File: config.mk
export PLATFORM = sky130hd
export DESIGN_NAME = in_reg_filter
export DESIGN_NICKNAME = d
export VERILOG_FILES = /design/src/rtl/in_reg_filter.sv
export SDC_FILE = /design/constraint.sdc
export NUM_CORES = 1
export LEC_CHECK = 0
export CAP_MARGIN = 20
export CORE_AREA = 2 2 39 41
export DETAILED_ROUTE_END_ITERATION = 12
export DIE_AREA = 0 0 41 43
export PLACE_DENSITY = 0.49
export REMOVE_ABC_BUFFERS = 1
export SLEW_MARGIN = 20
export SYNTH_ARGS = -nofsm -noshare
export SYNTH_HDL_FRONTEND = slang
export SYNTH_SLANG_ARGS = --single-unit
File: constraint.sdc
create_clock -name IQC -period 2 [get_ports IQC]
set_clock_uncertainty 0.2 [all_clocks]
set_input_delay 0.4 -clock IQC [delete_from_list [all_inputs] [get_ports IQC]]
set_output_delay 0.4 -clock IQC [all_outputs]
set_load 0.005 [all_outputs]
File: src/rtl/in_reg_filter.sv
// Registered pad input stage: synchroniser, glitch filter, hold/bypass, optional edge pulses.
// Edge pulse logic is built only when IN_REG_FILTER_EDGE_EN is defined.
module in_reg_filter #(
  parameter int   SYNC_STAGES = 2,
  parameter int   FILT_CNT_W  = 3,
  parameter int   FILT_LEN    = 4,
  parameter logic RST_VAL     = 1'b0
) (
  input  logic IQC,
  input  logic QRT,
  input  logic dataIn,
  input  logic hold,
  input  logic sel,
  output logic dataOut,
  output logic riseOut,
  output logic fallOut
);

  localparam logic [FILT_CNT_W-1:0] CNT_ZERO = FILT_CNT_W'(0);
  localparam logic [FILT_CNT_W-1:0] CNT_ONE  = FILT_CNT_W'(1);
  localparam logic [FILT_CNT_W-1:0] CNT_LAST = FILT_CNT_W'(FILT_LEN - 1);

  logic [SYNC_STAGES-1:0] sync_q;
  logic [FILT_CNT_W-1:0]  cnt_q, cnt_d;
  logic                   filt_q, filt_d;
  logic                   sy_s;

  assign sy_s = sync_q[SYNC_STAGES-1];

  // Synchroniser chain; keeps shifting while hold is asserted.
  always_ff @(posedge IQC or posedge QRT) begin
    if (QRT) begin
      sync_q <= {SYNC_STAGES{RST_VAL}};
    end else begin
      sync_q <= {sync_q[SYNC_STAGES-2:0], dataIn};
    end
  end

  // Filter next state: a level is accepted after FILT_LEN consecutive differing samples.
  always_comb begin
    cnt_d  = cnt_q;
    filt_d = filt_q;
    if (hold) begin
      cnt_d  = cnt_q;
      filt_d = filt_q;
    end else if (sy_s == filt_q) begin
      cnt_d = CNT_ZERO;
    end else if (cnt_q == CNT_LAST) begin
      filt_d = sy_s;
      cnt_d  = CNT_ZERO;
    end else begin
      cnt_d = cnt_q + CNT_ONE;
    end
  end

  // Filter state registers.
  always_ff @(posedge IQC or posedge QRT) begin
    if (QRT) begin
      cnt_q  <= CNT_ZERO;
      filt_q <= RST_VAL;
    end else begin
      cnt_q  <= cnt_d;
      filt_q <= filt_d;
    end
  end

  assign dataOut = sel ? filt_q : dataIn;

`ifdef IN_REG_FILTER_EDGE_EN
  logic rise_q, rise_d;
  logic fall_q, fall_d;

  // Pulses coincide with the first cycle the filtered level shows its new value.
  always_comb begin
    rise_d = 1'b0;
    fall_d = 1'b0;
    if (hold) begin
      rise_d = 1'b0;
      fall_d = 1'b0;
    end else begin
      rise_d = ~filt_q &  filt_d;
      fall_d =  filt_q & ~filt_d;
    end
  end

  // Edge pulse registers.
  always_ff @(posedge IQC or posedge QRT) begin
    if (QRT) begin
      rise_q <= 1'b0;
      fall_q <= 1'b0;
    end else begin
      rise_q <= rise_d;
      fall_q <= fall_d;
    end
  end

  assign riseOut = rise_q;
  assign fallOut = fall_q;
`else
  assign riseOut = 1'b0;
  assign fallOut = 1'b0;
`endif

endmodule

---- Word level (Yosys, flattened, before mapping) ----
Cells that the tools add are included.
operators by class
  add/subtract/negate cells ............... 1
  equal/unequal tests ..................... 2
  muxes and demuxes ....................... 3
  bitwise logic cells ..................... 2
  reductions and logical operators ........ 1
operator list
  cell                   count
  $mux W3                2
  $add A3 B1 Y3 const B  1
  $eq A3 B2 Y1 const B   1
  $reduce_and A3 Y1      1
  $not A1 Y1             2
  $eq A1 B1 Y1           1
  $mux W1                1
storage, ports and cells
  register bits ........................... 6
  output and inout bits ................... 3
  logic and storage cells ................. 12

---- Logic depth before layout (Yosys ltp) ----
  word-level depth ........................ 3
  mapped depth ............................ 3

---- Worst setup path after synthesis ----
Ideal clock, no wire load.
  path type ............................... reg2reg
  from .................................... reg cnt_q[0]
  to ...................................... reg filt_q
  setup time .............................. 128 ps
  arrival time ............................ 1,005 ps
  slack ................................... 667 ps
  cell stages (with the launch flop) ...... 4
  period minus slack after synthesis ...... 1,333 ps
  cells stage by stage .................... dfrtp_1 ha_1 nor3b_1 mux2_1
on the way
  word-level cells in the longest chain between the ends .. 2
ends and longest elaborated chain
  what                         line  text
  start: declaration           24    logic [FILT_CNT_W-1:0] cnt_q, cnt_d;
  start signal: assignment     62    cnt_q <= cnt_d;
  $eq A3 B2 Y1                 48    end else if (cnt_q == CNT_LAST) begin
  $reduce_and A3 Y1 (no line)  n/a
  end signal: assignment       63    filt_q <= filt_d;
  end: declaration             25    logic filt_q, filt_d;
Every way passes these cells.
A chain may end at the register's enable or synchronous reset.

---- Worst setup path in the final report ----
  from .................................... in sel
  to ...................................... out dataOut
on the way
  word-level cells in the longest chain between the ends .. 1
ends and longest elaborated chain
  what                line  text
  start: declaration  13    input logic sel,
  $mux W1             67    assign dataOut = sel ? filt_q : dataIn;
  end: declaration    14    output logic dataOut,
Every way passes these cells.

==> results.md <==
- RD Place Congestion: 0.5718
- DR vias: between 150 and 200
- # diodes: 0
- Die width: approximately 41 um
- Via/cell ratio: roughly 3.8
- Most frequent cells in the layout: 6 x dfrtp_1, 4 x clkdlybuf4s50_1, 3 x nand2_1, 3 x clkbuf_4
- # setup viols final: 0
- Row cnt: 14
- CTS sink count: 6
- Area fraction in compound gates after synthesis: 0.06306
- Htree depth: 1
- Largest net degree at the start of global routing: 7
- Fmax: approximately 0.53 GHz
- CTS buffer count: 3
- Simple-gate share of the synthesized area: 0.1577
- Area of the die: around 1800 um2
- Worst vdd ir: around 330 uV
- Area share of fa/ha/maj cells after synthesis: 0.04505
- Global-route usage over all layers: 0.06890
- Synth Register Bits: 6
- Top Ports: 8
- Commonest non-fill, non-tap cell in the layout: dfrtp_1
- Pwr Density: between 1000 and 1500 nW/um2
- Post-synthesis xor/xnor area fraction: 0.03153
- Crit path max fanout: 1
- TritonCTS clock tree: done
- Hold-fix buffers, CTS: 0
- # port buffers: 5
- Critical path endpoint category: primary output
- P_leak: 0.0001594 uW
- Grt ovf: 0
- Total power: roughly 400 uW
- Clk buf depth: 2
- Mapped cell area: 277.8 um2
- Final worst path period share: 0.9459
- Crit path time final: roughly 1.9 ns
- Unrepaired setup endpoints after global routing: false
- Clock Latency Late Sink: 0.24 ns
- # Max-Cap Violations: 0
- Status: complete, no violations
- Core box area: around 1400 um2
- Hold Crit Class: reg2reg
- Remaining antenna violation count: 0
- Synth cell types: 15
- Hold Violations, Final: 0
- Reg clk slew, reported paths: 0.04 ns
- Type of origin of the critical path: input port
- Setup bufs post-CTS: 0
- Largest family of logic cells by synthesized area: simple AND/OR/NAND/NOR gates
- Share of cells above drive strength 1: 0.1563
- Initial antenna violation count: 0
- First drt pass iteration count: 4
- DRC viols: 0
- First DRT Iteration DRCs: 4
- # nets final: 40
- Drt wl/cell: about 8.6 um
- Mux contribution to synthesized area: 0.08108
- Max Slew Vio Count: 0
- Setup CP Type: in2out
- Synth-to-Final Area Change: 27.48%
- Final WL: 414 um
- Warnings from Yosys: 0
- Initial Util: 0.2007
- Synth Instances: 25
- Root buffer cell: clkbuf_4
- Via count of the first global-routing pass: ~190
- Syn avg cell area: approximately 11 um2
- Die height: between 40 and 50 um
- Setup tns final: 0 ns
- Sequential share of the synthesized area: 0.5405
- CP arrival: approximately 1.3 ns
- Critical Path RT: between 1 and 1.5 ns
- First-pass GRT wire length: between 700 and 800 um
-- registers in the layout, indices dropped and copies added (netlist names) --
register  cells
cnt_q         3
sync_q        2
filt_q        1
-- power by group --
| group | internal [uW] | switching [uW] | leakage, uW | total (uW) |
|---|---|---|---|---|
| clock | 67.6 | 39.8 | 0.0000138 | 107 |
| sequential | 161 | 29.0 | 0.0000757 | 190 |
| combinational | 54.5 | 42.9 | 0.0000699 | 97.4 |
| total | 283 | 112 | 0.000159 | 394 |
-- final timing paths --
kind,startpoint,endpoint,slack [ns],cells after the start
min in group asynchronous,QRT,filt_q,0.17,2
max reg2reg,cnt_q[0],filt_q,0.54,3
max,sel,dataOut,0.11,3
min reg2reg,sync_q[0],sync_q[1],0.15,0
min,sync_q[0],sync_q[1],0.15,0
max in group asynchronous,QRT,cnt_q[1],1.24,2
-- worst max-delay path, stage by stage --
cell	delay [ns]
clkdlybuf4s50_1	0.46
mux2_2	0.32
clkbuf_2	0.11
-- per-layer routing --
layer / vias up / track usage / share of wire
met4: 0 / 0.06000 / 0
met5: - / 0 / 0
met2: 7 / 0.08125 / 0.47
met3: 0 / 0.03141 / 0.058
li1: 93 / - / -
met1: 80 / 0.08940 / 0.47
-- what timing repair did --
action	in CTS	in global routing
gates resized for setup	2	1
pin swaps	0	0
endpoints found under the setup margin	1	1
-- synth_stat cells --
cell      number  area (um2)
o21ai_0        2       10.01
o31ai_1        1       7.510
xnor2_1        1       8.760
buf_4          2       15.01
nand2_1        3       11.26
conb_1         1       3.750
dfrtp_1        6       150.1
nor3b_1        1       7.510
mux2_2         1       11.26
ha_1           1       12.51
inv_1          1       3.750
or2_0          1       6.260
nor2b_1        1       6.260
nand2b_1       2       12.51
mux2_1         1       11.26
-- cell families after synthesis --
kind of cell               count (synthesis)
and+or+nand+nor                            8
DFF                                        6
AOI/OAI and AO/OA                          3
buffers and inverters                      3
muxes                                      2
adders and majority gates                  1
other                                      1
xor gates and xnor gates                   1
-- per-stage QoR --
stage          utilization  hold slack, ns  area, um2  cells  worst slack (ns)
6_report            0.2559          0.1479      354.1     48            0.1082
5_1_grt             0.2559          0.1529      354.1     48           0.09000
4_1_cts             0.2595          0.1508      359.1     48           0.01476
3_5_place_dp        0.2432          0.1411      336.6     45           -0.2252
3_3_place_gp        0.2432          0.1410      336.6     45           -0.2244
2_1_floorplan            -       -0.009041      266.5     24            0.6673
-- layout make-up --
type / count / area [um2]
clock buffers: 3 / 22.52
inverters: 1 / 3.754
well taps: 16 / 20.02
multi-input cells: 17 / 112.6
flip-flops and latches: 6 / 150.1
fillers: 152 / 1030
repair buffers: 5 / 45.04
No activity file was read; power rests on OpenSTA's default activity.
